File: src/rtl/mem_access_unit_pkg.sv
// mem_access_unit_pkg: shared width codes, exception codes and FSM encodings for the memory access unit.
package mem_access_unit_pkg;
  localparam logic [1:0] MEM_WIDTH_BYTE = 2'b00;
  localparam logic [1:0] MEM_WIDTH_HALF = 2'b01;
  localparam logic [1:0] MEM_WIDTH_WORD = 2'b10;
  localparam int EXCEPTION_LEN = 2;
  localparam logic [EXCEPTION_LEN-1:0] EXCEP_OK                = 2'd0;
  localparam logic [EXCEPTION_LEN-1:0] EXCEP_INVALID_MEM_READ  = 2'd1;
  localparam logic [EXCEPTION_LEN-1:0] EXCEP_INVALID_MEM_WRITE = 2'd2;
  localparam logic [1:0] MEMACC_IDLE     = 2'd0;
  localparam logic [1:0] MEMACC_RAM_WAIT = 2'd1;
  localparam logic [1:0] MEMACC_RESP     = 2'd2;
endpackage

File: src/rtl/mem_lane_align.sv
// mem_lane_align: byte enables, write lane shift, read shift/extension and alignment check.
module mem_lane_align
  import mem_access_unit_pkg::*;
(
  input  logic [1:0]  i_addr_lo,
  input  logic [1:0]  i_width,
  input  logic        i_signed,
  input  logic [31:0] i_wdata,
  input  logic [31:0] i_rdata,
  output logic        o_aligned,
  output logic [3:0]  o_be,
  output logic [31:0] o_wdata,
  output logic [31:0] o_rdata
);
  logic [31:0] w_rsh;
  always_comb begin
    o_aligned = (i_width == MEM_WIDTH_BYTE) ||
                (i_width == MEM_WIDTH_HALF && !i_addr_lo[0]) ||
                (i_width == MEM_WIDTH_WORD && i_addr_lo == 2'b00);
    o_be      = i_width == MEM_WIDTH_WORD ? 4'hF :
                i_width == MEM_WIDTH_HALF ? (i_addr_lo[1] ? 4'hC : 4'h3) : 4'b0001 << i_addr_lo;
    o_wdata   = i_wdata << {i_addr_lo, 3'b000};
    w_rsh     = i_rdata >> {i_addr_lo, 3'b000};
    o_rdata   = i_width == MEM_WIDTH_BYTE ? {{24{i_signed & w_rsh[7]}}, w_rsh[7:0]} :
                i_width == MEM_WIDTH_HALF ? {{16{i_signed & w_rsh[15]}}, w_rsh[15:0]} : w_rsh;
  end
endmodule

File: src/rtl/mem_access_unit.sv
// mem_access_unit: valid/ready load/store unit decoding into a RAM req/ack port or internal IO registers.
// Optional RAM ack watchdog enabled by defining MEM_ACCESS_TIMEOUT_EN.
module mem_access_unit
  import mem_access_unit_pkg::*;
#(
  parameter logic [31:0] RAM_BASE       = 32'h40000000,
  parameter int          RAM_SIZE_LOG2  = 29,
  parameter logic [31:0] IO_BASE        = 32'h60000000,
  parameter int          IO_WORDS       = 1,
  parameter int          TIMEOUT_CYCLES = 255
) (
  input  logic                       clk,
  input  logic                       rst,
  input  logic                       req_valid_In,
  output logic                       req_ready_Out,
  input  logic [31:0]                addr_In,
  input  logic [31:0]                data_In,
  input  logic [1:0]                 dataWidth_In,
  input  logic                       isRead_In,
  input  logic                       isSigned_In,
  output logic                       resp_valid_Out,
  input  logic                       resp_ready_In,
  output logic [31:0]                data_Out,
  output logic [EXCEPTION_LEN-1:0]   exception_Out,
  output logic                       ram_req_Out,
  output logic                       ram_we_Out,
  output logic [RAM_SIZE_LOG2-3:0]   ram_addr_Out,
  output logic [31:0]                ram_wdata_Out,
  output logic [3:0]                 ram_be_Out,
  input  logic [31:0]                ram_rdata_In,
  input  logic                       ram_ack_In,
  output logic [32*IO_WORDS-1:0]     io_state_Out
);
  localparam logic [32:0] RAM_END = {1'b0, RAM_BASE} + (33'd1 << RAM_SIZE_LOG2);
  localparam logic [32:0] IO_END  = {1'b0, IO_BASE} + 33'(4 * IO_WORDS);
  logic [1:0]               r_state;
  logic                     r_rd, r_signed, r_ram_req, r_we;
  logic [1:0]               r_width, r_addr_lo;
  logic [3:0]               r_be;
  logic [31:0]              r_wdata, r_data;
  logic [RAM_SIZE_LOG2-3:0] r_ram_addr;
  logic [EXCEPTION_LEN-1:0] r_exc;
  logic [32*IO_WORDS-1:0]   r_io;
  logic [32:0]              w_addr33;
  logic                     w_idle, w_accept, w_ram_hit, w_io_hit, w_aligned, w_fault, w_tmo;
  logic [29:0]              w_io_idx;
  logic [31:0]              w_io_rd, w_wsh, w_rext;
  logic [3:0]               w_be;
  logic [EXCEPTION_LEN-1:0] w_fexc;
  always_comb begin
    w_addr33  = {1'b0, addr_In};
    w_idle    = r_state == MEMACC_IDLE;
    w_accept  = w_idle && req_valid_In;
    w_ram_hit = w_addr33 >= {1'b0, RAM_BASE} && w_addr33 < RAM_END;
    w_io_hit  = !w_ram_hit && w_addr33 >= {1'b0, IO_BASE} && w_addr33 < IO_END;
    w_io_idx  = 30'((addr_In - IO_BASE) >> 2);
    w_io_rd   = '0;
    for (int k = 0; k < IO_WORDS; k++)
      if (w_io_idx == 30'(k)) w_io_rd = r_io[32*k+:32];
    w_fault   = !(w_aligned && (w_ram_hit || w_io_hit));
    w_fexc    = isRead_In ? EXCEP_INVALID_MEM_READ : EXCEP_INVALID_MEM_WRITE;
  end
  // One aligner serves both paths: live request fields in IDLE, latched fields while awaiting RAM.
  mem_lane_align u_align (
    .i_addr_lo (w_idle ? addr_In[1:0] : r_addr_lo),
    .i_width   (w_idle ? dataWidth_In : r_width),
    .i_signed  (w_idle ? isSigned_In : r_signed),
    .i_wdata   (data_In),
    .i_rdata   (w_idle ? w_io_rd : ram_rdata_In),
    .o_aligned (w_aligned),
    .o_be      (w_be),
    .o_wdata   (w_wsh),
    .o_rdata   (w_rext)
  );
`ifdef MEM_ACCESS_TIMEOUT_EN
  logic [31:0] r_tmo;
  assign w_tmo = r_tmo == 32'(TIMEOUT_CYCLES - 1);
  always_ff @(posedge clk or negedge rst) begin
    if (!rst) r_tmo <= '0;
    else r_tmo <= (r_state == MEMACC_RAM_WAIT && !ram_ack_In) ? r_tmo + 32'd1 : '0;
  end
`else
  assign w_tmo = 1'b0;
`endif
  always_ff @(posedge clk or negedge rst) begin
    if (!rst) begin
      r_state    <= MEMACC_IDLE;
      r_rd       <= 1'b0;
      r_signed   <= 1'b0;
      r_width    <= '0;
      r_addr_lo  <= '0;
      r_ram_req  <= 1'b0;
      r_we       <= 1'b0;
      r_be       <= '0;
      r_wdata    <= '0;
      r_ram_addr <= '0;
      r_data     <= '0;
      r_exc      <= EXCEP_OK;
    end else if (w_accept) begin
      r_rd      <= isRead_In;
      r_signed  <= isSigned_In;
      r_width   <= dataWidth_In;
      r_addr_lo <= addr_In[1:0];
      r_exc     <= w_fault ? w_fexc : EXCEP_OK;
      r_data    <= (!w_fault && w_io_hit && isRead_In) ? w_rext : '0;
      r_state   <= (!w_fault && w_ram_hit) ? MEMACC_RAM_WAIT : MEMACC_RESP;
      if (!w_fault && w_ram_hit) begin
        r_ram_req  <= 1'b1;
        r_we       <= !isRead_In;
        r_be       <= w_be;
        r_wdata    <= w_wsh;
        r_ram_addr <= addr_In[RAM_SIZE_LOG2-1:2];
      end
    end else if (r_state == MEMACC_RAM_WAIT && (ram_ack_In || w_tmo)) begin
      r_ram_req <= 1'b0;
      r_state   <= MEMACC_RESP;
      r_data    <= (ram_ack_In && r_rd) ? w_rext : '0;
      r_exc     <= ram_ack_In ? EXCEP_OK : (r_rd ? EXCEP_INVALID_MEM_READ : EXCEP_INVALID_MEM_WRITE);
    end else if (r_state == MEMACC_RESP && resp_ready_In) begin
      r_state <= MEMACC_IDLE;
      r_data  <= '0;
      r_exc   <= EXCEP_OK;
    end
  end
  always_ff @(posedge clk or negedge rst) begin
    if (!rst) r_io <= '0;
    else if (w_accept && !w_fault && w_io_hit && !isRead_In)
      for (int k = 0; k < IO_WORDS; k++)
        for (int b = 0; b < 4; b++)
          if (w_io_idx == 30'(k) && w_be[b]) r_io[32*k+8*b+:8] <= w_wsh[8*b+:8];
  end
  assign req_ready_Out  = w_idle;
  assign resp_valid_Out = r_state == MEMACC_RESP;
  assign data_Out       = r_data;
  assign exception_Out  = r_exc;
  assign ram_req_Out    = r_ram_req;
  assign ram_we_Out     = r_we;
  assign ram_addr_Out   = r_ram_addr;
  assign ram_wdata_Out  = r_wdata;
  assign ram_be_Out     = r_be;
  assign io_state_Out   = r_io;
endmodule
File: config.mk
export PLATFORM = sky130hd
export DESIGN_NAME = mem_access_unit
export DESIGN_NICKNAME = d
export VERILOG_FILES = /design/src/rtl/mem_access_unit_pkg.sv /design/src/rtl/mem_lane_align.sv /design/src/rtl/mem_access_unit.sv
export SDC_FILE = /design/constraint.sdc
export NUM_CORES = 1
export LEC_CHECK = 0
export CORE_MARGIN = 4
export CORE_UTILIZATION = 25
export DETAILED_ROUTE_END_ITERATION = 6
export GPL_ROUTABILITY_DRIVEN = 0
export MAX_ROUTING_LAYER = met4
export SYNTH_ARGS = -nofsm -noshare
export SYNTH_HDL_FRONTEND = slang
export SYNTH_SLANG_ARGS = --single-unit
File: constraint.sdc
create_clock -name clk -period 3.24 [get_ports clk]
set_input_delay 0.486 -clock clk [delete_from_list [all_inputs] [get_ports clk]]
set_output_delay 0.486 -clock clk [all_outputs]
set_load 0.01 [all_outputs]
==> results of run 1 <==
[layer usage]
layer | vias up | track usage | routed length, microns | share of wire
li1 | 3035 | - | - | -
met1 | 3137 | 0.233 | 12200 | 0.46
met2 | 240 | 0.271 | 12300 | 0.46
met3 | 36 | 0.0383 | 1480 | 0.056
met4 | 0 | 0.0500 | 603 | 0.023
met5 | - | - | 0 | 0
[logic make-up after synthesis]
group | share of synthesized area
AOI/OAI and AO/OA | 0.182
DFF | 0.495
muxes | 0.129
adders and majority gates | 0.00178
buffers and inverters | 0.0401
and+or+nand+nor | 0.150
xor gates and xnor gates | 0.00125
[cells in the mapped netlist, types with 6 or more instances]
cell type	n	area, sq um
a21oi_1	21	105
inv_1	12	45.0
buf_2	18	90.1
o21ai_0	55	275
a21boi_0	6	45.0
a221oi_1	18	158
clkbuf_1	21	78.8
mux2_1	39	439
and2_1	7	43.8
mux2_2	23	259
a22o_1	16	140
nand2_1	138	518
mux2i_1	15	150
nand3_1	23	115
o21ai_1	19	95.1
a22oi_1	6	45.0
nor2_1	13	48.8
dfrtp_1	139	3480
[state kept, by name, indices dropped and copies added, names as in the netlist, 2 cells and up]
signal         cells
io_state_Out      32
exception_Out      2
ram_be_Out         4
data_Out          32
ram_addr_Out      27
r_width            2
ram_wdata_Out     32
r_addr_lo          2
r_state            2
[where the power goes]
part	switching [mW]	total, mW	internal (mW)
clock	0.796	2.06	1.26
sequential	0.250	2.39	2.14
combinational	2.32	4.16	1.84
total	3.36	8.60	5.24
[metrics by stage]
| stage | area [sq um] | std cells | setup slack (ns) | total power, mW |
|---|---|---|---|---|
| floorplan | 7030 | 691 | 0.842 | 4.55 |
| global placement | 10100 | 1310 | -0.122 | 6.53 |
| detailed placement | 10100 | 1310 | -0.112 | 6.58 |
| CTS | 10700 | 1342 | 0.222 | 8.67 |
| global route | 10700 | 1342 | 0.0213 | 9.14 |
| finish | 10700 | 1342 | 0.194 | 8.60 |
[worst paths after layout]
kind                             startpoint         endpoint  slack [ns]  depth (start not counted)
worst min register to register  data_Out[4]      data_Out[4]        0.48                          1
worst min-delay path                    rst  ram_addr_Out[8]        0.03                          1
worst max register to register   r_state[1]      data_Out[1]        0.19                          9
worst max-delay path             r_state[1]      data_Out[1]        0.19                          9
max in group asynchronous               rst     data_Out[12]        2.36                          2
min in group clk                data_Out[4]      data_Out[4]        0.48                          1
[final cells by class]
class | count | area, sq um | area share
Clock buffer | 20 | 457 | 0.0425
Clock inverter | 12 | 159 | 0.0148
Inverter | 13 | 48.8 | 0.00454
Multi-Input combinational cell | 492 | 3290 | 0.307
Sequential cell | 139 | 3480 | 0.324
Tap cell | 378 | 473 | 0.0440
Timing Repair Buffer | 288 | 2830 | 0.264
==> reports/results.tsv, run 1 <==
metric	value	unit
status	completed	
# rows	61	
grt total ovfl	0	
post-synthesis sequential area ratio	0.495	
wire length per cell	19.8	microns
CP dominant cell by count	a21o_1	
Syn Nets	797	
Area Overhead vs Synth	52.9	%
Post-Syn Area	0.00703	sq mm
asr flop ratio synth	1.00	
Slowest cell on crit path	mux2_2	
critical path, cell by cell	or2_1, inv_2, mux2_2, o22ai_2, nand3_2, a21o_1, a2111oi_0, buf_4, a21o_1	
RSZ-0062 raised after global routing	no	
Vias	6448	
relative slew slack	0.565	
CTS tree	built	
initial antenna violation count	0	
CTS buffer count	17	
most used flip-flop cell after synthesis	dfrtp_1	
total track usage	0.175	
Fin Hold WS	0.0323	ns
ANT cells	0	
Worst-Skew Late Latency	0.42	ns
IO Pins	238	
worst vdd ir	432	uV
first-pass GRT wire length	40400	microns
final WL	26600	microns
htree depth	4	
# setup viols final	0	
Cell variety after synth	60	
hold_buf cts	0	
die width	176	microns
Reg clk slew, reported paths	0.06	ns
Worst Clk Skew	0.0120	ns
Die ar.	0.0308	sq mm
Slew Limit Fails	0	
Hold Violations, Final	0	
Post-CTS Resized	0	
Hold Crit Class	in2async	
DRT Pass-1 Iters	5	
number of synthesized flops with an enable pin	0	
vias per inst	4.80	
Required @ worst endpoint	3.59	ns
Worst path max stage delay	0.51	ns
antenna viol nets, final	0	
root buf cell	clkbuf_16	
post-synthesis cell count	691	
period utilization	0.940	
Setup CP Type	reg2reg	
P per Cell Area	801	mW/mm^2
clock sinks	139	
layout filler cell count	2819	
CTS max path bufs	2	
Final Util	0.387	
Crit path max-delay family	compound AO/OA/AOI/OAI gates	
initial DRC count	371	
post-DP HPWL	20700	microns
most frequent cells in the layout	clkdlybuf4s50_1 (236), dfrtp_1 (139), nand2_1 (138)	
setup bufs post-CTS	0	
setup_tns	0	ns
share of layout cells above drive strength 1	0.143	
vias in the first global route	6657	
Tmin final	3.05	ns
MaxCap Viol Count	0	
number of port buffers	237	
largest net degree at the start of global routing	66	
Setup crit end kind	flop	
Worst-Margin Slew	0.635	ns
core box area	0.0278	sq mm
DRC	0	
Startpoint Class	flop	
FMAX	0.328	GHz
commonest non-fill, non-tap cell in the layout	clkdlybuf4s50_1	
#FFs+latches synth	139	
Pleak	4.64	nW
die extent in y	176	microns
Starting Density	0.253	
synth warn	0	
syn avg cell area	10.2	sq um
Nets	1057	
crit-path max FO	13	
Worst Path Buf+Inv	2	
WP data arrival	3.39	ns
(Power assumes the default switching activity.)
==> run 2: changes to the inputs <==
Settings changed: CTS_CLUSTER_SIZE set to 12.
Clock period 3.24 ns to 2.5 ns, I/O delays scaled along.
==> run 2 against run 1 <==
Net effect: sequential cell count stayed put; sequential share of layout area fell by 2.4 points; power rose by 39%; cell count rose by 4.3%; cell area rose by 7.9%; worst setup slack got worse by 0.092 ns; via count is 3.1% higher; critical path depth rose by 1; routed wire length is 3.5% higher; highest routed layer unchanged; worst hold slack gained 0.24 ns.
==> reports/results.tsv, run 2 (same netlist as run 1, synthesis figures left out) <==
metric	value	unit	change
FMAX	0.417	GHz	
die width	176	microns	unchanged
largest net degree at the start of global routing	57		-14%
commonest non-fill, non-tap cell in the layout	clkdlybuf4s50_1		
core box area	0.0278	sq mm	unchanged
initial DRC count	410		+11%
Worst-Margin Slew	0.556	ns	-0.0799 ns
CTS tree	built		
IO Pins	238		unchanged
Final Util	0.417		+0.0307
wire length per cell	19.6	microns	-0.81%
Vias	6645		+3.1%
vias per inst	4.75		-1.2%
first-pass GRT wire length	41200	microns	+2.1%
met1 usage	0.243		+0.0101
DRC	0		unchanged
setup ws final	0.102	ns	-0.0920 ns
status	completed		
CTS buffer count	17		unchanged
relative slew slack	0.626		+0.0603
Slew Limit Fails	0		unchanged
met2 layer usage reported by global route	0.271		unchanged
r2r setup slk	0.11	ns	-0.08 ns
final WL	27500	microns	+3.5%
P per Cell Area	1030	mW/mm^2	+29%
Worst Clk Skew	0.0112	ns	-0.000783 ns
Setup crit end kind	flop		
grt total ovfl	0		unchanged
clock sinks	139		unchanged
Setup CP Type	in2reg		
crit-path max FO	7		-6
worst vdd ir	398	uV	-7.9%
share of layout cells above drive strength 1	0.215		+0.0723
post-DP HPWL	21000	microns	+1.3%
# setup viols final	0		unchanged
Tmin final	2.40	ns	
GR Util met3	0.0370		-0.00129
CTS max path bufs	2		unchanged
MaxCap Viol Count	0		unchanged
most frequent cells in the layout	clkdlybuf4s50_1 (226), dfrtp_1 (139), nand2_1 (137)		
total track usage	0.179		+0.00329
Starting Density	0.253		unchanged
period utilization	0.959		
Setup WS pre-CTS	-0.786	ns	-0.674 ns
Startpoint Class	input port		
number of port buffers	237		unchanged
initial antenna violation count	0		unchanged
# rows	61		unchanged
htree depth	4		unchanged
antenna viol nets, final	0		unchanged
Die ar.	0.0308	sq mm	unchanged
Most Used Layer, Global Route	met2		
root buf cell	clkbuf_16		
Reg clk slew, reported paths	0.07	ns	about the same
WP data arrival	2.71	ns	-0.68 ns
Worst-Skew Late Latency	0.42	ns	about the same
Hold Violations, Final	0		unchanged
Pleak	5.13	nW	+11%
Area Overhead vs Synth	65.0	%	
vias in the first global route	6799		+2.1%
total chip power	12.0	mW	+39%
Required @ worst endpoint	2.81	ns	-0.78 ns
Hold Crit Class	in2reg		
Nets	1114		+5.4%
DRT Pass-1 Iters	5		unchanged
die extent in y	176	microns	unchanged
[run 2: cell count changes in the layout (fill, tap and decap cells not counted), moves of 4 or more]
cell             change
clkdlybuf4s50_1     -10
dlymetal6s2s_1       +9
a221oi_1             -4
o21ai_0              -4
nor4_4               +5
or2_4                +4
a221oi_2             +4
o311ai_1             -4
buf_6                +7
buf_4               +42
o311ai_2             +4
o21ai_1              +4
[run 2: what timing repair did]
action / in CTS / in global routing
gates cloned: 0 / 4
hold endpoints to repair: 33 / 0
setup endpoints to repair: 50 / 94
pin swaps: 8 / 27
resized for setup: 29 / 43
setup buffers: 1 / 9
hold buffers: 1 / 0
[run 2: where the power goes]
part           total [mW]  switching [mW]  internal, mW
clock                2.75            1.04          1.71
sequential           3.09           0.319          2.77
combinational        6.16            3.28          2.88
total                12.0            4.64          7.36
[run 2: stage by stage]
stage          cells  setup TNS, ns  area [sq um]  hold slack [ns]
6_report        1400              0         11600            0.275
5_1_grt         1399        -0.0137         11600            0.266
4_1_cts         1386       -0.00426         11300            0.376
3_5_place_dp    1353         -41.21         10500            0.298
3_3_place_gp    1353         -39.56         10500            0.298
2_1_floorplan    691              0          7030           0.0794
[run 2: metal layers]
layer | vias to the layer above | wire [microns]
met5 | - | 0
met4 | 0 | 627
met3 | 34 | 1540
met2 | 246 | 12800
met1 | 3214 | 12600
li1 | 3151 | -
[run 2: cell type report]
type,instances,area (sq um)
timing repair buffer,344,3370
sequential,139,3480
multi-input combinational,493,3590
antenna,1,2.50
inverter,13,48.8
fill,2743,16200
clock inverter,13,186
clock buffer,19,443
tap,378,473
[run 2: path summary, 6_finish.rpt]
kind                                  start               end  cells past startpoint
setup / recovery                 addr_In[8]      data_Out[16]                     10
hold / removal                   addr_In[3]   ram_addr_Out[1]                      2
setup reg to reg                 r_state[1]  io_state_Out[20]                      9
hold reg to reg            exception_Out[1]  exception_Out[1]                      2
max in group asynchronous               rst  io_state_Out[27]                      3
min in group asynchronous               rst  ram_addr_Out[14]                      2
[run 2: worst max-delay path, stage by stage]
cell and delay (ns):
clkdlybuf4s50_1 0.45, nor4_4 0.31, nand4_2 0.16, buf_6 0.18
nor4b_4 0.22, buf_4 0.16, nand3_4 0.10, a21oi_4 0.26
nand3_4 0.18, o311ai_1 0.31
==> run 3: changes to the inputs <==
Settings changed: CORE_ASPECT_RATIO set to 0.8.
==> run 3 against run 2 <==
Net effect: worst setup slack lost 0.0067 ns; count of clock-buffer cells in the layout is the same; worst hold slack worse by 0.035 ns; first-iteration DRC count rose by 33%; cell area is 0.21% lower; critical path type unchanged; largest cell class unchanged; highest routed layer unchanged.
==> reports/results.tsv, run 3 (same netlist as run 1, synthesis figures left out) <==
metric	value	unit	change
number of port buffers	237		unchanged
Pleak	5.11	nW	-0.58%
period utilization	0.962		+0.00268
initial antenna violation count	1		+1
Tmin final	2.40	ns	+0.00670 ns
Crit path max-delay family	buffers and inverters		
WP data arrival	2.72	ns	about the same
initial DRC count	545		+33%
IO Pins	238		unchanged
htree depth	4		unchanged
# setup viols final	0		unchanged
clock sinks	139		unchanged
status	completed		
Finished Layout Cells	1385		-1.1%
Hold Crit Class	in2reg		
Worst path max stage delay	0.61	ns	+0.16 ns
MaxCap Viol Count	0		unchanged
Startpoint Class	input port		
Setup WS pre-CTS	-0.553	ns	+0.233 ns
CTS buffer count	17		unchanged
die extent in y	158	microns	-10%
Worst-Skew Late Latency	0.42	ns	about the same
core box area	0.0275	sq mm	-1.0%
cell count after placement	1342		-0.81%
largest net degree at the start of global routing	53		-7.0%
setup ws final	0.0955	ns	-0.00670 ns
P per Cell Area	1060	mW/mm^2	+2.2%
Reg clk slew, reported paths	0.06	ns	about the same
Die ar.	0.0309	sq mm	about the same
Starting Density	0.255		+0.00260
DRT Pass-1 Iters	6		+1
Area Overhead vs Synth	64.7	%	
Worst-Margin Slew	0.721	ns	+0.165 ns
worst vdd ir	512	uV	+29%
crit-path max FO	16		+9
Final Util	0.421		+0.00343
post-DP HPWL	22100	microns	+5.2%
first-pass GRT wire length	42100	microns	+2.0%
dpl cell area	0.0105	sq mm	+0.29%
Setup crit end kind	flop		
relative slew slack	0.514		-0.111
# rows	54		-11%
Post-Layout Inst Area	0.0116	sq mm	-0.21%
DRC	0		unchanged
Worst Path Buf+Inv	3		unchanged
most frequent cells in the layout	clkdlybuf4s50_1 (228), dfrtp_1 (139), nand2_1 (138)		
total track usage	0.184		+0.00583
FMAX	0.416	GHz	-0.28%
wire length per cell	20.4	microns	+3.7%
Setup CP Type	in2reg		
final WL	28200	microns	+2.6%
commonest non-fill, non-tap cell in the layout	clkdlybuf4s50_1		
CTS max path bufs	2		unchanged
RSZ-0062 raised after global routing	yes		
root buf cell	clkbuf_16		
grt total ovfl	0		unchanged
share of layout cells above drive strength 1	0.219		+0.00337
vias per inst	4.89		+3.1%
Nets	1112		-0.18%
die width	195	microns	+11%
critical path, cell by cell	clkdlybuf4s50_1, xor2_2, nand4b_1, buf_4, nor4_4, a21oi_2, a2111oi_2, o21ai_2, buf_12, o311ai_1		
Required @ worst endpoint	2.82	ns	about the same
Vias	6779		+2.0%
Worst Clk Skew	0.00823	ns	-0.00296 ns
Hold Violations, Final	0		unchanged
CTS tree	built		
vias in the first global route	6864		+0.96%
Slew Limit Fails	0		unchanged
Slowest cell on crit path	clkdlybuf4s50_1		
antenna viol nets, final	0		unchanged
==> run 3: changes by cell type in the layout (fill, tap and decap cells not counted), sizes merged <==
cell	before	now
diode	1	2
clkbuf	20	19
clkinvlp	1	4
dlymetal6s2s	9	8
dlygate4sd2	1	0
or2	5	4
clkdlybuf4s50	226	228
clkinv	4	3
inv	17	15
==> run 3: worst reg2reg max path: stages, from the launching register on <==
cell and delay, ns:
dfrtp_1 0.38, or2_4 0.28, buf_8 0.14, mux2_4 0.32, o22ai_4 0.22, nand3_4 0.15
a21oi_4 0.25, nand3_2 0.23, o311ai_2 0.34
==> run 3: path summary, 6_finish.rpt <==
kind | slack, ns | startpoint | endpoint | depth (start not counted)
max | 0.1 | addr_In[31] | data_Out[16] | 10
min | 0.24 | addr_In[20] | ram_addr_Out[18] | 2
max reg2reg | 0.1 | r_state[1] | data_Out[22] | 8
min reg2reg | 0.48 | exception_Out[0] | exception_Out[0] | 2
max in group asynchronous | 1.25 | rst | data_Out[28] | 3
min in group asynchronous | 0.50 | rst | exception_Out[1] | 2
==> run 3: layout make-up <==
| class | instances | area, sq um |
|---|---|---|
| antenna | 2 | 5.00 |
| clock buffer | 19 | 443 |
| clock inverter | 13 | 190 |
| fill | 2630 | 15900 |
| inverter | 13 | 51.3 |
| multi-input combinational | 492 | 3580 |
| sequential | 139 | 3480 |
| tap | 364 | 455 |
| timing repair buffer | 343 | 3370 |
==> run 3: where the power goes <==
group | switching [mW] | internal, mW | leakage (nW) | total (mW)
registers | 0.308 | 2.77 | 1.87 | 3.08
logic | 3.39 | 3.02 | 2.94 | 6.41
clock network | 1.04 | 1.70 | 0.296 | 2.74
total | 4.73 | 7.50 | 5.11 | 12.2
==> run 3: what timing repair did <==
item | 4_1_cts | 5_1_grt
hold buffers | 1 | 0
setup buffers | 0 | 8
pin swaps | 0 | 20
setup endpoints to repair | 45 | 115
endpoints found under the hold margin | 49 | 0
resized for setup | 11 | 56
==> run 3: routing by layer <==
layer  vias up  track usage  part of all wire
met5         -            -                 0
met4         0       0.0465             0.015
met3        27       0.0498             0.072
met2       241        0.270              0.44
met1      3354        0.254              0.47
li1       3157            -                 -
==> run 3: per-stage QoR <==
stage	hold WS (ns)	total power, mW	setup TNS (ns)
2_1_floorplan	0.0794	5.89	0
3_3_place_gp	0.371	9.05	-34.74
3_5_place_dp	0.372	9.09	-36.66
4_1_cts	0.487	11.9	-0.0222
5_1_grt	0.257	13.0	-0.111
6_report	0.240	12.2	0
